--- src/rtl/sseg2bcd_capture_if.sv ---
// Seven-segment sampling bus: multiplexed display inputs and recovered BCD outputs.
interface sseg2bcd_capture_if;
  logic [6:0]  sseg;
  logic [3:0]  an;
  logic [15:0] bcd;
  logic [3:0]  digit_valid;
  logic [3:0]  err;
  logic        upd;

  modport master (
    output sseg,
    output an,
    input  bcd,
    input  digit_valid,
    input  err,
    input  upd
  );

  modport slave (
    input  sseg,
    input  an,
    output bcd,
    output digit_valid,
    output err,
    output upd
  );
endinterface

--- src/rtl/sseg2bcd_capture.sv ---
// Recovers BCD digits from a multiplexed, active-low seven-segment display bus.
// A digit is captured once per stable interval; a per-digit timeout marks stale digits.
module sseg2bcd_capture #(
  parameter int unsigned STABLE_CYCLES = 4,
  parameter int unsigned TIMEOUT       = 1024
) (
  input  logic          clk,
  input  logic          rst_n,
  sseg2bcd_capture_if.slave bus
);

  localparam int unsigned CNT_W   = 8;
  localparam int unsigned STALE_W = 16;
  localparam int unsigned SAMP_W  = 11;
  localparam int unsigned NDIG    = 4;

  localparam logic [CNT_W-1:0]   STAB_MAX  = CNT_W'(STABLE_CYCLES);
  localparam logic [STALE_W-1:0] STALE_MAX = STALE_W'(TIMEOUT);

  logic [SAMP_W-1:0]  prev_q;
  logic [SAMP_W-1:0]  samp;
  logic [CNT_W-1:0]   stab_q;
  logic [CNT_W-1:0]   stab_d;
  logic [STALE_W-1:0] stale_q [NDIG];
  logic [STALE_W-1:0] stale_d [NDIG];
  logic [15:0]        bcd_q;
  logic [15:0]        bcd_d;
  logic [3:0]         valid_q;
  logic [3:0]         valid_d;
  logic [3:0]         err_q;
  logic [3:0]         err_d;
  logic               chg_q;
  logic               chg_d;
  logic               upd_q;

  logic               reach;
  logic               sel_ok;
  logic [1:0]         sel;
  logic [3:0]         cap_nib;
  logic               cap_valid;
  logic               cap_err;
  logic               capture;

  // Stability tracking: count 0 means no previous sample, so the first edge after reset starts at 1.
  always_comb begin
    samp = {bus.an, bus.sseg};
    if ((stab_q == '0) || (samp != prev_q)) begin
      stab_d = CNT_W'(1);
    end else if (stab_q == STAB_MAX) begin
      stab_d = stab_q;
    end else begin
      stab_d = stab_q + CNT_W'(1);
    end
    reach = (stab_d == STAB_MAX) && (stab_q != STAB_MAX);
  end

  // Exactly one active-low anode selects a digit; anything else suppresses capture.
  always_comb begin
    sel_ok = 1'b1;
    sel    = 2'd0;
    case (bus.an)
      4'b1110: sel = 2'd0;
      4'b1101: sel = 2'd1;
      4'b1011: sel = 2'd2;
      4'b0111: sel = 2'd3;
      default: sel_ok = 1'b0;
    endcase
    capture = reach && sel_ok;
  end

  // Segment pattern decode (a..g, active-low).
  always_comb begin
    cap_nib   = 4'hF;
    cap_valid = 1'b1;
    cap_err   = 1'b0;
    case (bus.sseg)
      7'b0000001: cap_nib = 4'd0;
      7'b1001111: cap_nib = 4'd1;
      7'b0010010: cap_nib = 4'd2;
      7'b0000110: cap_nib = 4'd3;
      7'b1001100: cap_nib = 4'd4;
      7'b0100100: cap_nib = 4'd5;
      7'b0100000: cap_nib = 4'd6;
      7'b0001111: cap_nib = 4'd7;
      7'b0000000: cap_nib = 4'd8;
      7'b0000100: cap_nib = 4'd9;
      7'b1111111: cap_valid = 1'b0;
      default: begin
        cap_valid = 1'b0;
        cap_err   = 1'b1;
      end
    endcase
  end

  // Per-digit update: a capture beats a coincident timeout and reloads the stale counter.
  always_comb begin
    bcd_d   = bcd_q;
    valid_d = valid_q;
    err_d   = err_q;
    chg_d   = 1'b0;
    for (int i = 0; i < int'(NDIG); i++) begin
      stale_d[i] = stale_q[i];
      if (capture && (sel == 2'(i))) begin
        stale_d[i]      = '0;
        bcd_d[4*i +: 4] = cap_nib;
        valid_d[i]      = cap_valid;
        err_d[i]        = cap_err;
        chg_d           = (bcd_q[4*i +: 4] != cap_nib) ||
                          (valid_q[i] != cap_valid) ||
                          (err_q[i] != cap_err);
      end else begin
        if (stale_q[i] != STALE_MAX) begin
          stale_d[i] = stale_q[i] + STALE_W'(1);
        end
        if (stale_q[i] == (STALE_MAX - STALE_W'(1))) begin
          valid_d[i]      = 1'b0;
          bcd_d[4*i +: 4] = 4'hF;
        end
      end
    end
  end

  // State register; upd trails the capturing edge by one cycle.
  always_ff @(posedge clk or negedge rst_n) begin
    if (!rst_n) begin
      prev_q  <= '0;
      stab_q  <= '0;
      for (int i = 0; i < int'(NDIG); i++) begin
        stale_q[i] <= '0;
      end
      bcd_q   <= 16'hFFFF;
      valid_q <= 4'b0000;
      err_q   <= 4'b0000;
      chg_q   <= 1'b0;
      upd_q   <= 1'b0;
    end else begin
      prev_q  <= samp;
      stab_q  <= stab_d;
      for (int i = 0; i < int'(NDIG); i++) begin
        stale_q[i] <= stale_d[i];
      end
      bcd_q   <= bcd_d;
      valid_q <= valid_d;
      err_q   <= err_d;
      chg_q   <= chg_d;
      upd_q   <= chg_q;
    end
  end

  assign bus.bcd         = bcd_q;
  assign bus.digit_valid = valid_q;
  assign bus.err         = err_q;
  assign bus.upd         = upd_q;

endmodule

--- src/flat_wrapper.sv ---
// flat-port wrapper written by rule: the top's interface ports become plain ports
module sseg2bcd_capture_flat 
#(
  parameter int unsigned STABLE_CYCLES = 4,
  parameter int unsigned TIMEOUT       = 1024
)
  (clk, rst_n, bus_sseg, bus_an, bus_bcd, bus_digit_valid, bus_err, bus_upd);
  sseg2bcd_capture_if bus_i ();
  input  logic clk;
  input  logic rst_n;
  input wire logic [$bits(bus_i.sseg)-1:0] bus_sseg;
  input wire logic [$bits(bus_i.an)-1:0] bus_an;
  output wire logic [$bits(bus_i.bcd)-1:0] bus_bcd;
  output wire logic [$bits(bus_i.digit_valid)-1:0] bus_digit_valid;
  output wire logic [$bits(bus_i.err)-1:0] bus_err;
  output wire logic [$bits(bus_i.upd)-1:0] bus_upd;
  assign bus_i.sseg = bus_sseg;
  assign bus_i.an = bus_an;
  assign bus_bcd = bus_i.bcd;
  assign bus_digit_valid = bus_i.digit_valid;
  assign bus_err = bus_i.err;
  assign bus_upd = bus_i.upd;
  sseg2bcd_capture #(.STABLE_CYCLES(STABLE_CYCLES), .TIMEOUT(TIMEOUT)) u_core (.clk(clk), .rst_n(rst_n), .bus(bus_i));
endmodule
--- config.mk ---
export PLATFORM = sky130hd
export DESIGN_NAME = sseg2bcd_capture_flat
export DESIGN_NICKNAME = d
export VERILOG_FILES = /design/src/rtl/sseg2bcd_capture_if.sv /design/src/rtl/sseg2bcd_capture.sv /design/src/flat_wrapper.sv
export SDC_FILE = /design/constraint.sdc
export NUM_CORES = 1
export LEC_CHECK = 0
export BUFFER_PORTS_ARGS = -buffer_cell sky130_fd_sc_hd__clkbuf_2
export CAP_MARGIN = 10
export CORE_MARGIN = 2
export CORE_UTILIZATION = 30
export DETAILED_ROUTE_END_ITERATION = 6
export PLACE_DENSITY_LB_ADDON = 0.3
export SLEW_MARGIN = 20
export SYNTH_ARGS = -nofsm -noshare
export SYNTH_HDL_FRONTEND = slang
export SYNTH_SLANG_ARGS = --single-unit
--- constraint.sdc ---
create_clock -name clk -period 2.7 [get_ports clk]
set_input_delay 0.405 -clock clk [delete_from_list [all_inputs] [get_ports clk]]
set_output_delay 0.405 -clock clk [all_outputs]
set_load 0.02 [all_outputs]
# Yosys cells after proc, flatten, opt, wreduce, memory -nomap -nowiden
# Index checks and enable logic that the tools add are counted.
[word_totals]
ff_bits = 109
latch_bits = 0
mem_bits_rw = 0
mem_bits_ro = 0
input_bits = 13
out_inout_bits = 25
word_cells = 130
n_memories = 0
[classes]
add_sub_neg = 5
n_mul = 0
div = 0
magnitude_cmp = 0
eq_ne = 41
shifts = 0
n_mux = 35
bitwise_logic = 0
n_reduce_logical = 29
[ops]
columns = ["operator", "count"]
rows = [
  ["$mux 16", 8],
  ["$add 16x1->16 const B", 4],
  ["$eq 16x10->1 const B", 4],
  ["$ne 16x11->1 const B", 4],
  ["$pmux 4 s10", 1],
  ["$mux 4", 8],
  ["$eq 7x7->1 const B", 3],
  ["$eq 8x3->1 const B", 2],
  ["$mux 8", 2],
  ["$ne 4x4->1", 4],
  ["$reduce_bool 2->1", 8],
  ["$mux 1", 15],
  ["$eq 7x3->1 const B", 2],
  ["$eq 7x6->1 const B", 2],
  ["$eq 4x4->1 const B", 3],
  ["$ne 11x11->1", 1],
  ["$reduce_or 11->1", 1],
  ["$reduce_or 10->1", 1],
  ["$logic_or 1x1->1", 9],
  ["$add 8x1->8 const B", 1],
  ["$logic_not 8->1", 1],
  ["$ne 1x1->1", 8],
  ["$ne 8x3->1 const B", 1],
  ["$eq 7x1->1 const B", 1],
  ["other kinds (10)", 16],
]

# Longest topological paths before layout
# Gate-level depths: netlist of the first run.
[depth]
ltp_word = 11
depth_mapped = 10
depth_no_buf = 9

# Worst setup path after synthesis of the first run
# OpenSTA, ideal clock, no wires.
[synth_path]
path_type = "in2reg"
start = "input port bus_sseg[1]"
end = "register u_core.chg_q"
t_arrival_ns = 2.387
required_time_ns = 2.568
slack_ns = 0.181
stages = 9
path_buffers = 1
cell_sequence = "buf_2 and3b_1 a221o_1 a211oi_4 nand2_2 a211oi_2 o221ai_2 a221oi_2 o22ai_1"
[synth_between]
elab_chain_len = 11
elab_cells_between_ends = 50
cone_classes = "eq/ne: 24; mux: 8; reduce/logical: 18"
[synth_rtl]
columns = ["item", "line_no", "rtl"]
rows = [
  ["from (decl)", "flat_wrapper.sv:11", "input wire logic [$bits(bus_i.sseg)-1:0] bus_sseg;"],
  ["$ne 11x11->1", "sseg2bcd_capture.sv:47", "if ((stab_q == '0) || (samp != prev_q)) begin"],
  ["$logic_or 1x1->1", "sseg2bcd_capture.sv:47", ""],
  ["$mux 8", "sseg2bcd_capture.sv:47", ""],
  ["$eq 8x3->1", "sseg2bcd_capture.sv:54", "reach = (stab_d == STAB_MAX) && (stab_q != STAB_MAX);"],
  ["$logic_and 1x1->1", "sseg2bcd_capture.sv:54", ""],
  ["$logic_and 1x1->1", "sseg2bcd_capture.sv:68", "capture = reach && sel_ok;"],
  ["$logic_and 1x1->1", "sseg2bcd_capture.sv:103", "if (capture && (sel == 2'(i))) begin"],
  ["$mux 1 (3 in series)", "sseg2bcd_capture.sv:103", ""],
  ["$mux 1 *", "sseg2bcd_capture.sv:103", ""],
  ["named net u_core.chg_d", "sseg2bcd_capture.sv:33", "logic chg_d;"],
  ["to (signal assigned)", "sseg2bcd_capture.sv:145", "chg_q <= chg_d;"],
  ["to (decl)", "sseg2bcd_capture.sv:32", "logic chg_q;"],
]
# The timed path passes the listed nets; every way through them passes the cells marked *.
# A chain may end at the register's enable or synchronous reset.

# Final worst setup path of the first run
[layout_path]
start = "input port bus_sseg[5]"
end = "register u_core.chg_q"
# The elaborated chain is that of the path after synthesis.

==> summary.txt, run 1 <==
Detailed routing
  • Detailed-route vias per instance: around 4.7
  • Metal-1 WL: 6510 um
  • Met2 WL: 5540 um
  • Uppermost layer routed: met4
  • DR vias: roughly 4400
  • Average wire per standard cell: 13.7 um
  • Final WL: roughly 13000 um
  • Residual DRC: 0
  • Routed wl met3: 549 um
  • Final antenna-violating net count: 0
  • First-pass DRT Iterations: 4
  • Initial DRC Count: 280

Floorplan
  • Die height: 143 um
  • Core Region: 18800 um^2
  • DIE WIDTH: ~140 um
  • Row cnt: 50
  • Die area: between 20000 and 25000 um^2
  • I/O pin count: 38
  • Initial Util: 30.8%

Synth
  • Synth Warn #: 0
  • Post-synth EDFFs: 0
  • Mapped Cells: 612
  • Syn_area_per_cell: 9.48 um^2
  • Area share of the largest cell type after synthesis: 40.1%
  • Synth Flop Type: dfrtp_1
  • Syn Nets: 635
  • Number of synthesized register bits: 109
  • Async set-or-reset flop fraction in the synthesized netlist: 100%
  • Leading area contributor after synthesis: dfrtp_1
  • Synth top area cells: dfrtp_1 40%, dfstp_2 7.2%, xor2_1 7.2%
  • Seq/Total Area, Yosys: 47.4%
  • Post-synth cell types: 55
  • Synthesized cell area: 5800 um^2

Status
  • Outcome: finished, final reports clean

Pwr
  • Worst vdd ir: around 0.00029 V
  • Final Power: between 3 and 4 mW
  • PD cells: 471 nW/um^2
  • Leakage: 2.88 nW

Critical path
  • CP startpoint kind: input pin
  • RR Startpoint: u_core.stab_q[0]$_DFF_PN0_
  • Worst R2R Setup Slack: approximately 340 ps
  • Crit. Startpoint: bus_sseg[5]
  • Critical Path RT: 2930 ps
  • Crit path max-delay cell type: a211oi_4
  • Critical Path AT: 2630 ps
  • Worst reg2reg path depth: 9
  • Worst-path fanout max: 8
  • Worst setup path endpoint: u_core.chg_q$_DFF_PN0_
  • Crit end category: flop
  • Crit path kind: in -> reg
  • Max stage delay on crit path: 490 ps
  • Chain of cells forming the critical path: clkbuf_2 -> nor4b_1 -> a221o_1 -> a211oi_4 -> nand2_2 -> a211oi_2 -> o221ai_2 -> a221oi_2 -> o22ai_1
  • Reg-to-reg endpoint: u_core.bus.digit_valid[1]$_DFFE_PN0P_

Timing
  • Final Max Slew Viols: 0
  • Setup violation total in the final timing report: 0
  • Setup Skew: 11.7 ps
  • FMAX: 0.416 GHz
  • Slew @ Worst Pin: 513 ps
  • Post-layout min period: around 2400 ps
  • RSZ-0062 raised after global routing: false
  • Final Hold Viols: 0
  • Final Cycle Share: 89.0%
  • Worst slew margin: 65.5%

Clock network
  • Worst-path clk slew: 70 ps
  • Num CTS Buffers: 9
  • CTS tree: built
  • Clock tree buffer depth: 2
  • Root Buffer: clkbuf_16
  • # H-tree levels: 3
  • Clk_lat worst skew: 360 ps
  • CTS sink count: 109

Cells and area
  • Layout Nets: around 690
  • Commonest non-fill, non-tap cell in the layout: nor2_1
  • Final instance area: 6780 um^2
  • Ratio of cells with drive above 1 in the final layout: 16.2%
  • Most frequent cells in the layout: 107 x nor2_1, 93 x dfrtp_1, 48 x xor2_1, 44 x xnor2_1, 40 x nand2_1
  • # diodes: 0
  • Area delta synth->final: 17.0%

Min path
  • Worst Hold Class: in -> async

GRT
  • Vias in the first global route: between 4000 and 5000
  • Largest net degree at the start of global routing: 46
  • First-pass GRT wire length: 21600 um
  • Initial antenna violation count: 0
  • GRT Resource Usage Total: a little over an eighth
  • Grt total ovfl: 0

Flow run
  • Total of max-cap violations: 0

Placement
  • GP Congestion: 0.809
  • DP Area: 6470 um^2
  • HPWL after DPL: 9090 um
  • Port bufs: 37
-- critical path: cells and delay by family --
family                 cells  cell delay (ps)
and+or+nand+nor            2              380
AOI/OAI and AO/OA          6             1700
buffers and inverters      1              150
-- timing repair --
item / 4_1_cts / 5_1_grt
setup buffers: 0 / 0
hold buffers: 0 / 0
endpoints found under the setup margin: 0 / 4
gates resized for setup: 0 / 1
-- synthesized netlist by cell type (7+ instances only) --
cell and n:
xor2_1 48, dfstp_2 16, buf_2 9, clkbuf_1 11, ha_1 10, nor3_1 27, nor4_1 10, nand3_1 35
inv_1 19, and3_1 7, xnor2_1 44, nand2_1 40, dfrtp_1 93, a21oi_1 29, nor2_1 107, nand4_1 21
o21ai_0 9
-- cell type report --
class	instances	area, um^2
inverters	19	71.3
flip-flops and latches	109	2750
well taps	260	325
fillers	1913	12000
clock inverters	5	67.6
clock buffers	11	243
repair buffers	65	448
multi-input cells	462	2880
-- power breakdown --
group	leakage [nW]	internal, mW	switching, mW
Combinational	1.37	0.0635	0.108
Sequential	1.36	1.64	0.00351
Clock	0.152	0.759	0.621
-- sequential cells by signal, summed over array words and instances (netlist names) --
signal,flops
u_core.bus.bcd,16
u_core.bus.digit_valid,4
u_core.bus.err,4
u_core.bus.upd,1
u_core.chg_q,1
u_core.prev_q,11
u_core.stab_q,8
u_core.stale_q,64
-- logic make-up after synthesis --
kind of cell	count (synthesis)	synth area share, %
and+or+nand+nor	296	25.4
DFF	109	47.4
xor gates and xnor gates	92	13.9
AOI/OAI and AO/OA	60	7.44
buffers and inverters	41	3.04
adders and majority gates	10	2.16
muxes	4	0.690
-- metrics by stage --
stage	setup WS, ps	hold slack, ps	setup TNS (ps)	instances	utilization, %
2_1_floorplan	181	109	0	612	-
4_1_cts	307	19.6	0	931	36.0
5_1_grt	29.1	43.8	0	931	36.0
3_3_place_gp	27.6	406	0	915	34.3
6_report	298	22.2	0	931	36.0
3_5_place_dp	-65.2	372	-65.2	915	34.3
-- metal layers --
metal | global-route usage (%) | up-vias
met5 | 0 | -
met1 | 18.5 | 2077
met4 | 3.28 | 0
met3 | 3.79 | 10
met2 | 20.1 | 60
li1 | - | 2206
-- how the worst min path moves through the flow --
stage	from	end	slack, ps
after floorplan	rst_n	u_core.bus.digit_valid[0]$_DFFE_PN0P_	110
after global placement	rst_n	u_core.stale_q[10]$_DFFE_PN0P_	410
after detailed placement	u_core.chg_q$_DFF_PN0_	u_core.bus.upd$_DFF_PN0_	370
after CTS	rst_n	u_core.stale_q[1]$_DFFE_PN0P_	20
after global routing	rst_n	u_core.stale_q[1]$_DFFE_PN0P_	40
final	rst_n	u_core.stale_q[8]$_DFFE_PN0P_	20
No activity file was read; power rests on OpenSTA's default activity.
==> inputs of run 2 (changes only) <==
--- a/config.mk
+++ b/config.mk
@@ -7,6 +7,7 @@
 export LEC_CHECK = 0
 export BUFFER_PORTS_ARGS = -buffer_cell sky130_fd_sc_hd__clkbuf_2
 export CAP_MARGIN = 10
+export CORE_ASPECT_RATIO = 1.75
 export CORE_MARGIN = 2
 export CORE_UTILIZATION = 30
 export DETAILED_ROUTE_END_ITERATION = 6
==> summary.txt, run 2 (synthesis results as in run 1) <==
Status
  • Outcome: finished, final reports clean

Cells and area
  • Final instance area: 6760 um^2 (-0.31%)
  • Most frequent cells in the layout: 107 x nor2_1, 93 x dfrtp_1, 48 x xor2_1, 44 x xnor2_1, 40 x nand2_1
  • Area delta synth->final: 16.6%
  • # diodes: 0 (unchanged)
  • Largest register FFs: 64 (unchanged)
  • Commonest non-fill, non-tap cell in the layout: nor2_1
  • Util after Layout: 35.5% (-0.49 points)
  • Multi-input gate area: 2880 um^2 (-0.17%)
  • Seq. cell area: 2750 um^2 (unchanged)
  • Ratio of cells with drive above 1 in the final layout: 16.6% (+0.35 points)
  • Largest reg by FF count: u_core.stale_q
  • Fillers: 1950 (+1.9%)
  • Layout Nets: 693 (+0.58%)

Clock network
  • CTS tree: built
  • Clock tree buffer depth: 2 (unchanged)
  • Postcts setup bufs: 0 (unchanged)
  • # H-tree levels: 3 (unchanged)
  • PostCTS Resize Cnt: 0 (unchanged)
  • Worst-path clk slew: 70 ps (about the same)
  • Clk_lat worst skew: 350 ps (about the same)
  • CTS sink count: 109 (unchanged)
  • Num CTS Buffers: 9 (unchanged)
  • Root Buffer: clkbuf_16
  • Hold_buf cts: 0 (unchanged)

Pwr
  • Final Power: 3.09 mW (-3.3%)
  • Worst vdd ir: 0.000302 V (+4.1%)
  • PD cells: 457 nW/um^2 (-3.0%)
  • Leakage: 2.88 nW (-0.12%)

Detailed routing
  • Final WL: 13800 um (+8.0%)
  • Detailed-route vias per instance: 4.91 (+5.1%)
  • DR vias: 4500 (+3.4%)
  • First-pass DRT Iterations: 4 (unchanged)
  • Initial DRC Count: 182 (-35%)
  • Average wire per standard cell: 15.0 um (+9.8%)
  • Final antenna-violating net count: 0 (unchanged)
  • Residual DRC: 0 (unchanged)

Critical path
  • Critical Path AT: 2640 ps (about the same)
  • Max stage delay on crit path: 430 ps (-60 ps)
  • Crit path kind: reg -> reg
  • Crit path max-delay cell type: dfrtp_1
  • Worst path top cell family by delay: simple AND/OR/NAND/NOR gates
  • Worst reg2reg path depth: 9 (unchanged)
  • CP startpoint kind: flop
  • Worst R2R Setup Slack: 320 ps (-20 ps)
  • Crit end category: flop
  • Reg-to-reg endpoint: u_core.bus.err[3]$_DFFE_PN0P_
  • Worst-path fanout max: 26 (+18)
  • Chain of cells forming the critical path: ha_1 -> nand2b_1 -> mux2i_1 -> a22oi_1 -> nor3b_1 -> nand4_1 -> nor2_1 -> buf_12 -> mux2i_1
  • RR Startpoint: u_core.stab_q[0]$_DFF_PN0_
  • Crit-path most repeated cell: mux2i_1
  • Crit. Startpoint: u_core.stab_q[0]$_DFF_PN0_
  • Worst path bufs/invs: 1 (unchanged)
  • Critical Path RT: 2960 ps (+30 ps)

Floorplan
  • Die area: 20500 um^2 (+0.21%)
  • Initial Util: 30.5% (-0.32 points)
  • Core Region: 19000 um^2 (+1.1%)
  • Row cnt: 67 (+34%)
  • DIE WIDTH: 109 um (-24%)
  • Die height: 188 um (+31%)
  • I/O pin count: 38 (unchanged)

Placement
  • DP Area: 6490 um^2 (+0.29%)
  • Port bufs: 37 (unchanged)
  • HPWL after DPL: 10200 um (+12%)
  • GP Congestion: 0.820 (+1.4%)

Timing
  • Final Cycle Share: 88.2% (-0.78 points)
  • Slew @ Worst Pin: 646 ps (+132 ps)
  • Setup_tns: 0 ps (unchanged)
  • Setup violation total in the final timing report: 0 (unchanged)
  • FMAX: 0.420 GHz (+0.89%)
  • Final Max Slew Viols: 0 (unchanged)
  • Post-layout min period: 2380 ps (-21.2 ps)
  • Final Hold Viols: 0 (unchanged)
  • Setup Skew: 9.64 ps (-2.09 ps)
  • RSZ-0062 raised after global routing: false
  • Worst slew margin: 57.0% (-8.5 points)

GRT
  • Initial antenna violation count: 0 (unchanged)
  • First-pass GRT wire length: 22600 um (+4.9%)
  • Vias in the first global route: 4506 (+6.1%)
  • GRT Resource Usage Total: 14.0% (+0.81 points)
  • Grt total ovfl: 0 (unchanged)
  • Largest net degree at the start of global routing: 49 (+6.5%)

Flow run
  • Total of max-cap violations: 0 (unchanged)

Min path
  • Worst Hold Class: in -> async
## run 2: power breakdown
group          switching [mW]  leakage [nW]  internal (mW)  total (mW)
registers             0.00350          1.36           1.64        1.64
clock network           0.636         0.129          0.634        1.27
logic                   0.110          1.39         0.0681       0.178
## run 2: through the flow
stage | std cells | setup WS, ps | hold slack (ps)
6_report | 916 | 319 | 54.8
5_1_grt | 916 | 71.0 | 94.0
4_1_cts | 916 | 272 | 87.5
3_5_place_dp | 900 | 72.1 | 369
3_3_place_gp | 900 | 94.3 | 368
2_1_floorplan | 612 | 181 | 109
## run 2: final cells by class
class	count	area share, %
Multi-Input combinational cell	462	42.5
Sequential cell	109	40.6
Timing Repair Buffer	69	7.25
Tap cell	241	4.46
Clock buffer	10	3.39
Inverter	19	1.05
Clock inverter	6	0.685
## run 2: worst max-delay path by stage
stage                     slack [ps]                       endpoint  cells past startpoint
final                            320  u_core.bus.err[3]$_DFFE_PN0P_                      9
after global routing              70  u_core.bus.err[3]$_DFFE_PN0P_                      9
after CTS                        270  u_core.bus.err[3]$_DFFE_PN0P_                      9
after detailed placement          70         u_core.chg_q$_DFF_PN0_                     10
after global placement            90         u_core.chg_q$_DFF_PN0_                     10
after floorplan                  180         u_core.chg_q$_DFF_PN0_                      9
## run 2: per-layer routing
metal  track usage, %  routed length (um)  up-vias
met2             26.0                7610       68
met3             2.47                 497       15
met1             15.2                5340     2207
li1                 -                   -     2210
met5                0                   0        -
met4             5.67                 307        0
## run 2: worst register-to-register path, cell delays in order (launching register included)
cell,delay (ps)
dfrtp_1,430
ha_1,310
nand2b_1,170
mux2i_1,130
a22oi_1,100
nor3b_1,270
nand4_1,200
nor2_1,230
buf_12,200
mux2i_1,250
==> inputs of run 3 (changes only) <==
--- a/config.mk
+++ b/config.mk
@@ -5,6 +5,7 @@
 export SDC_FILE = /design/constraint.sdc
 export NUM_CORES = 1
 export LEC_CHECK = 0
+export ABC_AREA = 1
 export BUFFER_PORTS_ARGS = -buffer_cell sky130_fd_sc_hd__clkbuf_2
 export CAP_MARGIN = 10
 export CORE_ASPECT_RATIO = 1.75
@@ -12,7 +13,6 @@
 export CORE_UTILIZATION = 30
 export DETAILED_ROUTE_END_ITERATION = 6
 export PLACE_DENSITY_LB_ADDON = 0.3
-export SLEW_MARGIN = 20
 export SYNTH_ARGS = -nofsm -noshare
 export SYNTH_HDL_FRONTEND = slang
 export SYNTH_SLANG_ARGS = --single-unit
==> summary.txt, run 3 <==
Status
  • Outcome: finished, final reports clean

Clock network
  • Num CTS Buffers: 9 (unchanged)
  • Clk_lat worst skew: 360 ps (about the same)
  • Hold_buf cts: 0 (unchanged)
  • Postcts setup bufs: 0 (unchanged)
  • Worst-path clk slew: 80 ps (about the same)
  • Root Buffer: clkbuf_16
  • Clock tree buffer depth: 2 (unchanged)
  • # H-tree levels: 3 (unchanged)
  • PostCTS Resize Cnt: 0 (unchanged)
  • CTS sink count: 109 (unchanged)
  • CTS tree: built

Timing
  • Setup_tns: 0 ps (unchanged)
  • Post-layout min period: 2390 ps (+14.2 ps)
  • Setup violation total in the final timing report: 0 (unchanged)
  • FMAX: 0.418 GHz (-0.59%)
  • Worst hold margin: 88.6 ps (+33.8 ps)
  • Final Max Slew Viols: 0 (unchanged)
  • Slew @ Worst Pin: 724 ps (+78.6 ps)
  • Final Cycle Share: 88.7% (+0.53 points)
  • Final Hold Viols: 0 (unchanged)
  • RSZ-0062 raised after global routing: false
  • Worst slew margin: 51.7% (-5.2 points)
  • Setup Skew: 7.80 ps (-1.83 ps)

Synth
  • Synth top area cells: dfrtp_1 35%, nand2_1 13%, inv_1 9.6%
  • Mapped Cells: 890 (+45%)
  • Synth Flop Type: dfrtp_1
  • Synth Area in Simple Gates: 35.2% (+9.8 points)
  • Area share of the largest cell type after synthesis: 35.3% (-4.8 points)
  • Seq/Total Area, Yosys: 41.7% (-5.7 points)
  • Post-synthesis adder-cell area fraction: 1.90% (-0.26 points)
  • Async set-or-reset flop fraction in the synthesized netlist: 100% (unchanged)
  • Post-synth EDFFs: 0 (unchanged)
  • Top-count cell post-synth: nand2_1
  • Xor-xnor portion of the synthesized cell area: 4.78% (-9.1 points)
  • Combinational family with the most area after synthesis: simple AND/OR/NAND/NOR gates
  • Number of synthesized register bits: 109 (unchanged)
  • Leading area contributor after synthesis: dfrtp_1
  • Compound-Gate Fraction of Synth Area: 4.18% (-3.3 points)
  • Post-synth cell types: 45 (-18%)
  • Synth cell count leaders: 224 x nand2_1, 168 x inv_1, 93 x dfrtp_1, 82 x nor2_1, 72 x nand3_1
  • Syn Nets: 913 (+44%)
  • Post-synthesis mux area share: 0% (-0.69 points)
  • Synth Warn #: 0 (unchanged)
  • Syn_area_per_cell: 7.41 um^2 (-22%)
  • Synthesized cell area: 6590 um^2 (+14%)

Cells and area
  • Ratio of cells with drive above 1 in the final layout: 15.8% (-0.83 points)
  • Commonest non-fill, non-tap cell in the layout: nand2_1
  • Fillers: 2349 (+20%)
  • Final instance area: 7490 um^2 (+11%)
  • # diodes: 0 (unchanged)
  • Layout Nets: 963 (+39%)
  • Area delta synth->final: 13.6%
  • Most frequent cells in the layout: 224 x nand2_1, 168 x inv_1, 93 x dfrtp_1, 82 x nor2_1, 72 x nand3_1
  • Largest register FFs: 64 (unchanged)
  • Cell Count, Final, Fillers Out: 1237 (+35%)
  • Largest reg by FF count: u_core.stale_q
  • Util after Layout: 34.8% (-0.71 points)

Critical path
  • Critical Path AT: 2660 ps (+20 ps)
  • Crit path kind: reg -> reg
  • Crit end category: flop
  • CP startpoint kind: flop
  • Critical Path RT: 2970 ps (about the same)
  • Worst-path fanout max: 11 (-58%)

Floorplan
  • Die area: 23200 um^2 (+13%)
  • DIE WIDTH: 116 um (+6.4%)
  • I/O pin count: 38 (unchanged)
  • Core Region: 21500 um^2 (+13%)
  • Initial Util: 30.7% (+0.19 points)
  • Row cnt: 71 (+6.0%)
  • Die height: 200 um (+6.5%)

Placement
  • GP Congestion: 0.867 (+5.7%)
  • Port bufs: 37 (unchanged)
  • DP Area: 7160 um^2 (+10%)
  • HPWL after DPL: 12500 um (+22%)
  • DP Cell Count: 1221 (+36%)

Flow run
  • Total of max-cap violations: 0 (unchanged)

Pwr
  • Worst vdd ir: 0.000322 V (+6.5%)
  • PD cells: 440 nW/um^2 (-3.9%)
  • Leakage: 4.10 nW (+42%)

Detailed routing
  • First-pass DRT Iterations: 4 (unchanged)
  • Average wire per standard cell: 12.8 um (-15%)
  • Final antenna-violating net count: 0 (unchanged)
  • Initial DRC Count: 208 (+14%)
  • DR vias: 5509 (+22%)
  • Final WL: 15900 um (+15%)
  • Residual DRC: 0 (unchanged)
  • Detailed-route vias per instance: 4.45 (-9.3%)

GRT
  • First-pass GRT wire length: 26300 um (+16%)
  • GRT Resource Usage Total: 14.4% (+0.34 points)
  • Largest net degree at the start of global routing: 52 (+6.1%)
  • Vias in the first global route: 5521 (+23%)
  • Grt total ovfl: 0 (unchanged)
  • Initial antenna violation count: 0 (unchanged)

Min path
  • Worst Hold Class: in -> async
-- run 3: worst max-delay path: stages (launching register included) --
cell,delay [ps]
dfrtp_1,400
inv_1,100
ha_1,170
nand2_1,50
nor2_1,110
nand2_2,150
xor2_1,270
nand4_1,210
nor2_4,180
nand3_2,160
buf_4,220
buf_4,160
nand3b_1,80
inv_1,40
-- run 3: metrics by stage --
| stage | worst slack [ps] | total power, mW |
|---|---|---|
| after floorplan | 673 | 1.77 |
| after global placement | 332 | 1.85 |
| after detailed placement | 329 | 1.85 |
| after CTS | 296 | 3.33 |
| after global routing | 3.45 | 3.43 |
| final | 305 | 3.29 |
-- run 3: logic make-up (layout without fill, tap and decap cells) --
group / after synthesis / count (layout)
xor gates and xnor gates: 36 / 36
AOI/OAI and AO/OA: 50 / 50
adders and majority gates: 10 / 10
and+or+nand+nor: 483 / 483
buffers and inverters: 202 / 257
DFF: 109 / 109
-- run 3: final cells by class --
type                            instances  area [um^2]  share of cell area (%)
Clock buffer                           10          229                    3.06
Timing Repair Buffer                   49          290                    3.88
Tap cell                              292          365                    4.88
Multi-Input combinational cell        579         3030                    40.5
Clock inverter                          6         93.8                    1.25
Inverter                              192          726                    9.69
Sequential cell                       109         2750                    36.7
-- run 3: report_power, final --
group          leakage [nW]  switching, mW  internal, mW
Sequential             1.37        0.00484          1.64
Clock                 0.159          0.651         0.825
Combinational          2.57          0.121        0.0483
Total                  4.10          0.777          2.51
-- run 3: routing by layer --
metal | vias to the layer above | track usage (%) | share of wire, %
met1 | 2591 | 15.0 | 38
met4 | 0 | 5.70 | 2.3
met3 | 20 | 3.06 | 3.6
met5 | - | 0 | 0
li1 | 2849 | - | -
met2 | 49 | 27.1 | 56
-- run 3: worst paths after layout --
path	startpoint	slack, ps	endpoint	cells past startpoint
max	u_core.stab_q[0]$_DFF_PN0_	310	u_core.stale_q[54]$_DFFE_PN0P_	13
min	rst_n	90	u_core.stale_q[56]$_DFFE_PN0P_	1
max reg2reg	u_core.stab_q[0]$_DFF_PN0_	310	u_core.stale_q[54]$_DFFE_PN0P_	13
min reg2reg	u_core.chg_q$_DFF_PN0_	410	u_core.bus.upd$_DFF_PN0_	0
max in group asynchronous	rst_n	1860	u_core.bus.bcd[8]$_DFFE_PN1P_	2
min in group clk	bus_sseg[5]	210	u_core.prev_q[5]$_DFF_PN0_	1
